### config.mk
export PLATFORM = sky130hd
export DESIGN_NAME = dual_config_ctrl
export DESIGN_NICKNAME = d
export VERILOG_FILES = /design/src/rtl/dual_config_ctrl.sv
export SDC_FILE = /design/constraint.sdc
export NUM_CORES = 1
export LEC_CHECK = 0
export CAP_MARGIN = 5
export CORE_UTILIZATION = 52
export DETAILED_ROUTE_END_ITERATION = 6
export GPL_TIMING_DRIVEN = 0
export HOLD_SLACK_MARGIN = 0.05
export PLACE_DENSITY = 0.81
export SLEW_MARGIN = 5
export SYNTH_ARGS = -nofsm -noshare
export SYNTH_HDL_FRONTEND = slang
export SYNTH_SLANG_ARGS = --single-unit
### constraint.sdc
create_clock -name clk -period 1.5 [get_ports clk]
set_input_delay 0.45 -clock clk [delete_from_list [all_inputs] [get_ports clk]]
set_output_delay 0.45 -clock clk [all_outputs]
set_load 0.01 [all_outputs]
### src/rtl/dual_config_ctrl.sv
// Remote-update controller for dual-image configuration: reads status, writes image select, triggers reconfig.
// Optional WATCHDOG_KICK_EN adds wd_kick, which stretches into a 4-cycle RU_nRSTIMER pulse.
module dual_config_ctrl #(
  parameter int REG_W   = 41,
  parameter int SEL_LSB = 12,
  parameter int SEL_W   = 2,
  parameter int RD_LSB  = 30,
  parameter int RD_W    = 4,
  parameter int NC_DLY  = 7,
  parameter int NC_LEN  = 16
) (
  input  logic             clk,
  input  logic             reset_n,
  input  logic             cmd_valid,
  output logic             cmd_ready,
  input  logic [1:0]       cmd_op,
  input  logic [SEL_W-1:0] cmd_sel,
  output logic             rsp_valid,
  input  logic             rsp_ready,
  output logic [RD_W-1:0]  rsp_data,
  output logic             rsp_err,
  output logic             busy,
  output logic             RU_CLK,
  output logic             RU_DIN,
  output logic             RU_SHIFTnLD,
  output logic             RU_CAPTnUPDT,
  output logic             RU_nCONFIG,
  output logic             RU_nRSTIMER,
  input  logic             RU_DOUT
`ifdef WATCHDOG_KICK_EN
  ,
  input  logic             wd_kick
`endif
);

  localparam int CMAX = (REG_W > NC_DLY) ? ((REG_W > NC_LEN) ? REG_W : NC_LEN)
                                         : ((NC_DLY > NC_LEN) ? NC_DLY : NC_LEN);
  localparam int CW = $clog2(CMAX + 1);
  localparam logic [CW-1:0] SHIFT_LAST = CW'(REG_W - 1);
  localparam logic [CW-1:0] DLY_LAST   = CW'(NC_DLY - 1);
  localparam logic [CW-1:0] NCFG_LAST  = CW'(NC_LEN - 1);

  localparam logic [1:0] OP_RD  = 2'b00;
  localparam logic [1:0] OP_WR  = 2'b01;
  localparam logic [1:0] OP_WRC = 2'b10;

  typedef enum logic [2:0] {IDLE, CAPT, SHIFT, UPDT, DLY, NCFG, RESP} state_t;

  state_t           state_q;
  logic [CW-1:0]    cnt_q;
  logic [REG_W-1:0] sr_q;
  logic [REG_W-1:0] sr_nxt;
  logic [1:0]       op_q;
  logic [RD_W-1:0]  rsp_data_q;
  logic             rsp_err_q;

  // One shift register serves both directions: DIN leaves from bit 0, DOUT enters at the top.
  assign sr_nxt = {RU_DOUT, sr_q[REG_W-1:1]};

  always_ff @(posedge clk or negedge reset_n) begin
    if (!reset_n) begin
      state_q    <= IDLE;
      cnt_q      <= '0;
      sr_q       <= '0;
      op_q       <= '0;
      rsp_data_q <= '0;
      rsp_err_q  <= 1'b0;
    end else begin
      case (state_q)
        IDLE: if (cmd_valid) begin
          op_q  <= cmd_op;
          cnt_q <= '0;
          case (cmd_op)
            OP_RD:         state_q <= CAPT;
            OP_WR, OP_WRC: begin
              sr_q    <= REG_W'(cmd_sel) << SEL_LSB;
              state_q <= SHIFT;
            end
            default: begin
              rsp_data_q <= '0;
              rsp_err_q  <= 1'b1;
              state_q    <= RESP;
            end
          endcase
        end
        CAPT: state_q <= SHIFT;
        SHIFT: begin
          sr_q <= sr_nxt;
          if (cnt_q == SHIFT_LAST) begin
            cnt_q <= '0;
            if (op_q == OP_RD) begin
              rsp_data_q <= sr_nxt[RD_LSB +: RD_W];
              rsp_err_q  <= 1'b0;
              state_q    <= RESP;
            end else begin
              state_q <= UPDT;
            end
          end else begin
            cnt_q <= cnt_q + 1'b1;
          end
        end
        UPDT: begin
          cnt_q <= '0;
          if (op_q == OP_WRC) begin
            state_q <= DLY;
          end else begin
            rsp_data_q <= '0;
            rsp_err_q  <= 1'b0;
            state_q    <= RESP;
          end
        end
        DLY: begin
          if (cnt_q == DLY_LAST) begin
            cnt_q   <= '0;
            state_q <= NCFG;
          end else begin
            cnt_q <= cnt_q + 1'b1;
          end
        end
        NCFG: begin
          if (cnt_q == NCFG_LAST) begin
            cnt_q   <= '0;
            state_q <= IDLE;
          end else begin
            cnt_q <= cnt_q + 1'b1;
          end
        end
        RESP: if (rsp_ready) state_q <= IDLE;
        default: state_q <= IDLE;
      endcase
    end
  end

  assign cmd_ready    = (state_q == IDLE);
  assign busy         = (state_q != IDLE);
  assign rsp_valid    = (state_q == RESP);
  assign rsp_data     = (state_q == RESP) ? rsp_data_q : '0;
  assign rsp_err      = (state_q == RESP) && rsp_err_q;
  // Inverted clock lets the remote-update block sample mid-cycle.
  assign RU_CLK       = ~clk;
  assign RU_SHIFTnLD  = (state_q == SHIFT);
  assign RU_CAPTnUPDT = !((state_q == UPDT) || ((state_q == SHIFT) && (op_q != OP_RD)));
  assign RU_DIN       = (state_q == SHIFT) && (op_q != OP_RD) && sr_q[0];
  assign RU_nCONFIG   = (state_q == NCFG);

`ifdef WATCHDOG_KICK_EN
  logic [2:0] wd_q;

  // Each kick reloads the count, so a re-kick restarts the 4-cycle pulse.
  always_ff @(posedge clk or negedge reset_n) begin
    if (!reset_n)          wd_q <= '0;
    else if (wd_kick)      wd_q <= 3'd4;
    else if (wd_q != 3'd0) wd_q <= wd_q - 3'd1;
  end

  assign RU_nRSTIMER = (wd_q != 3'd0);
`else
  assign RU_nRSTIMER = 1'b0;
`endif

endmodule

==> results_dict.tcl, run 1 <==
set metrics [dict create \
    ys_seq_elements 57 \
    drt-total-wl_um 8110 \
    syn_to_final_growth_pct 42.3 \
    status "complete, but fails checks" \
    fin_crit_sh_pct 130 \
    start_util_pct 54.6 \
    place_inst 393 \
    whs_ns 0.239 \
    setup_violations 59 \
    die_y_um 75.7 \
    cts-buffers-inserted 9 \
    hold_viol 0 \
    synth_edf_count 0 \
    power-per-cell-area_nw_per_um2 2090 \
    post_dp_cell_area_um2 3240 \
    p_total_mw 8.39 \
    drc_errors 0 \
    drt_iter0_drc 219 \
    clkLatencyLatePin_ns 0.58 \
    top_layer "met4" \
    grt_pass1_vias 2454 \
    via_per_inst 5.89 \
    io_pins 23 \
    grt_pass1_wl_um 12100 \
    max_slew_margin_pct 62.9 \
    tns_ns -11.32 \
    cp_cell_sequence "buf_6 -> clkbuf_16 -> nor2_4 -> buf_6 -> buf_6 -> and2_4 -> buf_6" \
    die_area_um2 5730 \
    path_common_cell "buf_6" \
    violations "setup timing" \
    cp_max_fo 4 \
    ir_drop_mv 1.22 \
    tightest_slew_ns 0.556 \
    cp-end-kind "output pin" \
    synth_cell_type_count 54 \
    hold_class "reg -> reg" \
    synth-main-ff-cell "dfrtp_1" \
    ant_nets 0 \
    finish.utilization_pct 77.7 \
    overflow 0 \
    io_buffers 21 \
    setup_slack_ns -0.444 \
    hpwl_um 3800 \
    coreArea_um2 5170 \
    drive_above_1_share_pct 36.8 \
    preCtsSetupSlack_ns -1.05 \
    rsz0062_at_grt "yes" \
    syn_nets 316 \
    synth_area_per_cell_um2 9.39 \
    drv_cap 0 \
    crit_type "reg -> out" \
    syn_inst 301 \
    routed-wl-met3_um 522 \
    ys_warn_count 0 \
    cts_tree "built" \
    vias 2649 \
    fin_crit_ns 1.94 \
    fmax_mhz 514 \
    dieWidth_um 75.7 \
    drt_pass1_iterations 5 \
    cts-root-buf "clkbuf_8" \
    num-nets-final 391 \
    crit_arrival_ns 1.49 \
    cts.reportedPaths.clkPinSlew_ns 0.07 \
    grt.total_usage_pct 29.8 \
    dr_wl_met2_um 3940 \
    fp-row-count 26 \
    cp_slowest_cell "dfrtp_1" \
    skew_ns 0.309 \
    grt_max_degree 37 \
    critPathRequiredTime_ns 1.05 \
    startpoint_type "register" \
    netlist_area_um2 2830 \
    h-tree-depth 3 \
    place.gp.congestion 0.849 \
    cts_buffer_depth 2 \
    seq_area_frac_synth_pct 50.5 \
    async_flop_share_pct 100 \
    diodes 0 \
    layoutNonFillerInstCount 450 \
    slowest_delay_ns 0.40 \
    routedWlPerCell_um 18.0 \
    met1_length_um 3320 \
    final_area_um2 4020 \
    leakage_nw 1.82 \
    finalMaxSlewViolations 0 \
    antenna_found_initial 0 \
]
where the power goes:
group	switching [mW]	leakage (nW)	internal (mW)	total [mW]
Sequential	0.412	0.764	2.07	2.48
Clock	0.820	0.145	1.16	1.98
Combinational	2.06	0.910	1.87	3.94
state kept, by name (all words and copies together) (netlist names):
| signal | cells |
|---|---|
| cnt_q | 6 |
| op_q | 2 |
| rsp_data_q | 4 |
| rsp_err_q | 1 |
| sr_q | 41 |
| state_q | 3 |
cell usage in the layout (no fill, tap or decap), types with 3 or more instances in the layout:
| master | count |
|---|---|
| nand2_1 | 78 |
| dfrtp_1 | 55 |
| buf_4 | 30 |
| buf_6 | 24 |
| o21ai_1 | 22 |
| o21ai_0 | 21 |
| buf_2 | 10 |
| and2_1 | 8 |
| clkbuf_8 | 7 |
| mux2_4 | 5 |
| buf_12 | 5 |
| inv_1 | 4 |
| nor2_1 | 4 |
| a21o_1 | 4 |
| clkinv_2 | 4 |
| clkdlybuf4s50_1 | 4 |
| clkbuf_16 | 3 |
| nor2_4 | 3 |
| a21oi_1 | 3 |
| clkbuf_4 | 3 |
| clkbuf_1 | 3 |
| ha_4 | 3 |
final cells by class:
cell class                 count  area [um2]
sequential                    57        1430
clock buffer                  17         241
inverter                       7        43.8
multi-input combinational    213        1460
buffer                        21         211
tap                           70        87.6
fill                         280        1150
clock inverter                 7        38.8
timing repair buffer          58         508
worst max-delay path: cells and delay by family (launching register included):
family / cells / cell delay [ns]
buf+inv: 5 / 0.57
flops: 1 / 0.40
simple gates: 2 / 0.25
cell usage after synthesis (all sizes together), types with 2 or more instances:
cell type  count  area share, %
a311oi         2           0.84
mux2           5            2.0
or3            2           0.44
nand2b         3           0.66
nand2         80             11
nor2           7           0.93
and3b          2           0.62
o31ai          3            1.5
nor2b          4           0.89
a22o           2           0.62
inv            8            1.1
and3           3           0.66
dfrtp         57             50
or2            2           0.44
nor3           4           0.71
and2          10            2.2
ha             6            2.7
nor3b          2           0.93
a21o           4            1.1
a21oi          4           0.71
o21ai         45            8.4
mux2i          2           0.71
buf           11            2.3
nand3          2           0.53
clkbuf        12            1.6
layer usage:
layer / track usage (%) / vias up
met5: 0 / -
met4: 21.0 / 0
met3: 6.48 / 37
met2: 46.7 / 153
met1: 36.8 / 1297
li1: - / 1162
repair_timing:
item                                    CTS  global route
resized for setup                       110            30
hold buffers                              0             1
endpoints found under the hold margin     0            16
buffers inserted                         34            11
endpoints found under the setup margin   67            68
pin swaps                                18             6
final timing paths:
check	from	cells past startpoint	slack, ns	endpoint
worst min register to register	sr_q[37]$_DFFE_PN0P_	2	0.24	sr_q[36]$_DFFE_PN0P_
worst min-delay path	sr_q[37]$_DFFE_PN0P_	2	0.24	sr_q[36]$_DFFE_PN0P_
max in group asynchronous	reset_n	3	0.23	sr_q[34]$_DFFE_PN0P_
worst max register to register	cnt_q[1]$_DFFE_PN0P_	6	-0.34	state_q[2]$_DFFE_PN0P_
min in group asynchronous	reset_n	2	0.39	sr_q[39]$_DFFE_PN0P_
worst max-delay path	state_q[0]$_DFFE_PN0P_	7	-0.44	rsp_data[2]
cells by family after synthesis:
logic type | Yosys count | share of synthesized area [%]
adder cells (fa/ha/maj) | 6 | 2.66
XOR/XNOR | 1 | 0.310
multiplexers | 7 | 2.70
flip-flops | 57 | 50.5
other | 1 | 0.133
AND/OR/NAND/NOR | 124 | 20.7
AO/OA/AOI/OAI | 74 | 18.0
buffers and inverters | 31 | 5.05
Note: power is estimated with default switching activity, not from simulation.
==> inputs of run 2 (changes only) <==
--- a/config.mk
+++ b/config.mk
@@ -11,6 +11,7 @@
 export GPL_TIMING_DRIVEN = 0
 export HOLD_SLACK_MARGIN = 0.05
 export PLACE_DENSITY = 0.81
+export RECOVER_POWER = 50
 export SLEW_MARGIN = 5
 export SYNTH_ARGS = -nofsm -noshare
 export SYNTH_HDL_FRONTEND = slang
==> run 2 against run 1 <==
Effect of this change: core utilization fell by 0.24 points; via count fell by 0.79%; final area fell by 0.31%; clock-buffer cell count did not move; clock power barely moved; critical endpoint unchanged; the run still ends with setup timing left; combinational power barely moved; global-route usage did not move.
==> results_dict.tcl, run 2 (synthesis gave the netlist of run 1 again) <==
set metrics [dict create \
    skew_ns 0.310 \
    p_total_mw 8.41 \
    startpoint_type "register" \
    top_regs "sr_q: 41 flops, cnt_q: 6 flops, rsp_data_q: 4 flops" \
    cts_tree "built" \
    ir_drop_mv 1.22 \
    rsz0062_at_grt "yes" \
    path_common_cell "buf_6" \
    critPathRequiredTime_ns 1.05 \
    drt_pass1_iterations 7 \
    finalMaxSlewViolations 0 \
    hold_class "reg -> reg" \
    timing.rr.start "cnt_q[0]$_DFFE_PN0P_" \
    status "complete, but fails checks" \
    hpwl_um 3800 \
    grt_pass1_vias 2454 \
    ant_nets 0 \
    die_y_um 75.7 \
    cp_cell_sequence "buf_6 -> clkbuf_16 -> nor2_4 -> buf_6 -> buf_6 -> and2_4 -> buf_6" \
    drive_above_1_share_pct 36.8 \
    cp-end-kind "output pin" \
    final_area_um2 4010 \
    hold_viol 0 \
    power-per-cell-area_nw_per_um2 2100 \
    violations "setup timing" \
    grt_pass1_wl_um 12100 \
    fmax_mhz 514 \
    coreArea_um2 5170 \
    tns_ns -11.27 \
    fin_crit_ns 1.95 \
    worstSetupStartpoint "state_q[0]$_DFFE_PN0P_" \
    cts-buffers-inserted 9 \
    vias 2628 \
    cts_buffer_depth 2 \
    slowest_delay_ns 0.40 \
    hp-start "sr_q[37]$_DFFE_PN0P_" \
    crit_type "reg -> out" \
    place.gp.congestion 0.849 \
    cts.reportedPaths.clkPinSlew_ns 0.07 \
    h-tree-depth 3 \
    drt-total-wl_um 8130 \
    final_common_cell "nand2_1" \
    overflow 0 \
    cts-root-buf "clkbuf_8" \
    critPathTopFamily "buffers and inverters" \
    drt_iter0_drc 251 \
    post_dp_cell_area_um2 3240 \
    cp_max_fo 4 \
    drv_cap 0 \
    layout_common_cells "nand2_1 (78), dfrtp_1 (55), buf_4 (31)" \
    grt_max_degree 37 \
    whs_ns 0.238 \
    syn_to_final_growth_pct 41.9 \
    io_buffers 21 \
    io_pins 23 \
    diodes 0 \
    drc_errors 0 \
    fp-row-count 26 \
    setup_violations 62 \
    grt.total_usage_pct 29.8 \
    fin_crit_sh_pct 130 \
    regMostFlops "sr_q" \
    tightest_slew_ns 0.581 \
    via_per_inst 5.84 \
    routedWlPerCell_um 18.1 \
    num-nets-final 391 \
    cp_slowest_cell "dfrtp_1" \
    largest_register_ffs 41 \
    leakage_nw 1.81 \
    clkLatencyLatePin_ns 0.58 \
    dieWidth_um 75.7 \
    antenna_found_initial 0 \
    max_slew_margin_pct 61.2 \
    crit_buf_inv 5 \
    start_util_pct 54.6 \
    setup_slack_ns -0.446 \
    crit_arrival_ns 1.50 \
    die_area_um2 5730 \
    preCtsSetupSlack_ns -1.05 \
]
[run 2: cell types whose count changed in the layout (fill, tap and decap cells not counted)]
cell and change:
buf_12 -1, buf_2 -1, buf_4 +1, clkbuf_2 +1
[run 2: path summary, 6_finish.rpt]
| path | end | slack, ns | cells past startpoint |
|---|---|---|---|
| setup / recovery | rsp_data[2] | -0.45 | 7 |
| hold / removal | sr_q[36]$_DFFE_PN0P_ | 0.24 | 2 |
| setup reg to reg | state_q[2]$_DFFE_PN0P_ | -0.34 | 6 |
| hold reg to reg | sr_q[36]$_DFFE_PN0P_ | 0.24 | 2 |
| max in group asynchronous | sr_q[34]$_DFFE_PN0P_ | -0.09 | 3 |
| min in group asynchronous | sr_q[39]$_DFFE_PN0P_ | 0.40 | 2 |
[run 2: layout make-up]
| cell class | count | area [um2] |
|---|---|---|
| multi-input cells | 213 | 1460 |
| flip-flops and latches | 57 | 1430 |
| fillers | 282 | 1160 |
| repair buffers | 58 | 495 |
| clock buffers | 17 | 241 |
| plain buffers | 21 | 211 |
| well taps | 70 | 87.6 |
| inverters | 7 | 43.8 |
| clock inverters | 7 | 38.8 |
[run 2: worst register-to-register path, delay by kind of cell (launching register included)]
kind	cells	cell delay [ns]
compound gates	2	0.41
fa+ha+maj	1	0.14
buf+inv	1	0.13
flops	1	0.42
simple gates	2	0.42
[run 2: routing by layer]
layer / vias up / part of all wire [%] / track usage, %
met5: - / 0 / 0
met3: 40 / 6.3 / 6.48
met1: 1281 / 42 / 36.8
li1: 1159 / - / -
met2: 148 / 48 / 46.7
met4: 0 / 4.1 / 21.0
[run 2: where the power goes]
| group | leakage (nW) | switching (mW) | internal [mW] |
|---|---|---|---|
| sequential | 0.764 | 0.416 | 2.07 |
| combinational | 0.906 | 2.07 | 1.87 |
| clock | 0.145 | 0.829 | 1.16 |
[run 2: per-stage QoR]
step,utilization [%],cells
6_report,77.5,450
5_1_grt,77.5,450
4_1_cts,73.8,440
3_5_place_dp,62.6,393
3_3_place_gp,62.3,392
2_1_floorplan,-,301
[run 2: repair_timing]
| item | in CTS | in global routing |
|---|---|---|
| hold endpoints to repair | 0 | 16 |
| pin swaps | 18 | 6 |
| setup buffers | 34 | 11 |
| hold buffers | 0 | 1 |
| resized for setup | 110 | 30 |
| endpoints found under the setup margin | 67 | 68 |
==> inputs of run 3 (changes only) <==
--- a/config.mk
+++ b/config.mk
@@ -6,11 +6,11 @@
 export NUM_CORES = 1
 export LEC_CHECK = 0
 export CAP_MARGIN = 5
-export CORE_UTILIZATION = 52
+export CORE_UTILIZATION = 40
 export DETAILED_ROUTE_END_ITERATION = 6
 export GPL_TIMING_DRIVEN = 0
 export HOLD_SLACK_MARGIN = 0.05
-export PLACE_DENSITY = 0.81
+export PLACE_DENSITY = 0.67
 export RECOVER_POWER = 50
 export SLEW_MARGIN = 5
 export SYNTH_ARGS = -nofsm -noshare
==> run 3 against run 2 <==
Effect of this change: the flow still finishes with violations (setup timing); sequential cell count did not move; first-iteration DRC count rose by 2.4%; largest cell class unchanged; final cell count rose by 9.6%; register-to-register slack got worse by 0.04 ns; critical endpoint is now RU_DIN; worst setup slack got worse by 0.023 ns; critical path depth fell by 2; clock-buffer cell count rose by 2.
==> results_dict.tcl, run 3 (synthesis gave the netlist of run 1 again) <==
set metrics [dict create \
    final_common_cell "nand2_1" \
    cts_tree "built" \
    cp_max_fo 9 \
    hp-start "sr_q[22]$_DFFE_PN0P_" \
    vias 2589 \
    drt_iter0_drc 257 \
    pwr-share-seq_pct 27.4 \
    tns_ns -8.56 \
    largest_register_ffs 41 \
    grt_pass1_wl_um 10800 \
    power.switching_mw 3.38 \
    syn_to_final_growth_pct 55.1 \
    place_inst 419 \
    intPower_mw 5.73 \
    swShare_pct 37.1 \
    coreArea_um2 6790 \
    start_util_pct 41.6 \
    power-per-cell-area_nw_per_um2 2080 \
    cts_buffer_depth 2 \
    critPathRequiredTime_ns 1.05 \
    tightest_slew_ns 0.531 \
    fin_crit_ns 1.97 \
    power_frac_comb_pct 49.3 \
    finish.utilization_pct 64.5 \
    grt_max_degree 40 \
    io_pins 23 \
    regMostFlops "sr_q" \
    dieWidth_um 86.0 \
    setup_slack_ns -0.469 \
    ir_drop_mv 1.17 \
    drt-total-wl_um 7930 \
    startpoint_type "register" \
    skew_ns 0.247 \
    grt.total_usage_pct 19.0 \
    holdPathStages 2 \
    hpwl_um 3830 \
    p_total_mw 9.10 \
    antenna_found_initial 0 \
    routedWlPerCell_um 16.1 \
    timing.rr.end "cnt_q[5]$_DFFE_PN0P_" \
    max_slew_margin_pct 64.6 \
    fin_crit_sh_pct 131 \
    drive_above_1_share_pct 45.8 \
    finalMaxSlewViolations 0 \
    crit_type "reg -> out" \
    via_per_inst 5.25 \
    drt_pass1_iterations 4 \
    violations "setup timing" \
    die_area_um2 7400 \
    whs_ns 0.379 \
    leakage_nw 2.00 \
    clkLatencyLatePin_ns 0.48 \
    fmax_mhz 508 \
    hold_viol 0 \
    fp-row-count 30 \
    ant_nets 0 \
    timing.rr.start "cnt_q[0]$_DFFE_PN0P_" \
    io_buffers 21 \
    rr_worst_depth 7 \
    hold_class "reg -> reg" \
    top_regs "sr_q: 41 flops, cnt_q: 6 flops, rsp_data_q: 4 flops" \
    die_y_um 86.0 \
    place.gp.congestion 0.781 \
    cp-end-kind "output pin" \
    cts-buffers-inserted 9 \
    overflow 0 \
    drv_cap 0 \
    crit_arrival_ns 1.52 \
    reg2reg_slack_ns -0.38 \
    status "complete, but fails checks" \
    grt_pass1_vias 2270 \
    cts.reportedPaths.clkPinSlew_ns 0.07 \
    layout_common_cells "nand2_1 (61), dfrtp_1 (54), buf_4 (43)" \
    drc_errors 0 \
    rsz0062_at_grt "yes" \
    diodes 0 \
    clockPowerShare_pct 23.3 \
    setup_violations 47 \
    layoutNonFillerInstCount 493 \
    cts-root-buf "clkbuf_8" \
    num-nets-final 407 \
    h-tree-depth 3 \
    min_to "sr_q[21]$_DFFE_PN0P_" \
]
run 3: cell types whose count changed in the layout (fill, tap and decap cells not counted), moves of 4 or more:
cell | previous run | this run
o21ai_1 | 22 | 27
nand2_2 | 1 | 16
clkbuf_8 | 7 | 11
buf_4 | 31 | 43
o21ai_2 | 1 | 8
buf_8 | 2 | 7
o21ai_0 | 21 | 9
nand2_1 | 78 | 61
run 3: area by class of cell:
| cell class | count | area [um2] |
|---|---|---|
| plain buffers | 21 | 236 |
| clock buffers | 19 | 228 |
| clock inverters | 5 | 77.6 |
| fillers | 496 | 2410 |
| inverters | 7 | 43.8 |
| multi-input cells | 213 | 1560 |
| flip-flops and latches | 57 | 1430 |
| well taps | 96 | 120 |
| repair buffers | 75 | 691 |
run 3: critical path, cell delays in order (launching register included):
cell     delay [ns]
dfrtp_1        0.38
buf_6          0.16
nor3b_4        0.26
buf_6          0.14
and3b_1        0.16
buf_2          0.13
run 3: worst max path at each step:
| stage | startpoint | endpoint | slack (ns) | depth (start not counted) |
|---|---|---|---|---|
| after detailed placement | cmd_op[0] | sr_q[38]$_DFFE_PN0P_ | -1.04 | 8 |
| after global placement | reset_n | sr_q[12]$_DFFE_PN0P_ | -1.85 | 1 |
| after global routing | state_q[2]$_DFFE_PN0P_ | RU_DIN | -0.49 | 5 |
| final | state_q[2]$_DFFE_PN0P_ | RU_DIN | -0.47 | 5 |
| after CTS | state_q[0]$_DFFE_PN0P_ | RU_DIN | -0.38 | 5 |
| after floorplan | cmd_op[0] | sr_q[10]$_DFFE_PN0P_ | -0.23 | 9 |
run 3: per-stage QoR:
step,setup slack [ns],instance area [um2]
finish,-0.469,4380
global route,-0.491,4380
floorplan,-0.225,2930
CTS,-0.379,3840
global placement,-1.85,3260
detailed placement,-1.04,3270
run 3: layer usage:
metal | routed length, um | global-route usage [%] | vias to the layer above | part of all wire (%)
met5 | 0 | 0 | - | 0
met4 | 263 | 9.70 | 0 | 3.3
met3 | 403 | 3.95 | 32 | 5.1
met2 | 3770 | 28.1 | 93 | 48
met1 | 3490 | 26.4 | 1267 | 44
li1 | - | - | 1197 | -
run 3: what timing repair did:
action | in CTS | in global routing
hold buffers | 1 | 0
buffers inserted | 26 | 31
resized for setup | 112 | 96
hold endpoints to repair | 5 | 0
gates cloned | 0 | 3
pin swaps | 16 | 16
setup endpoints to repair | 67 | 67
run 3: power by group through the flow:
stage	Sequential (mW)	Combinational (mW)	Clock, mW
6_report	2.50	4.49	2.12
5_1_grt	2.55	4.80	2.20
4_1_cts	2.38	3.32	1.93
3_5_place_dp	2.39	2.58	0.0771
3_3_place_gp	2.37	2.54	0.0771
2_1_floorplan	2.31	1.91	0.0262
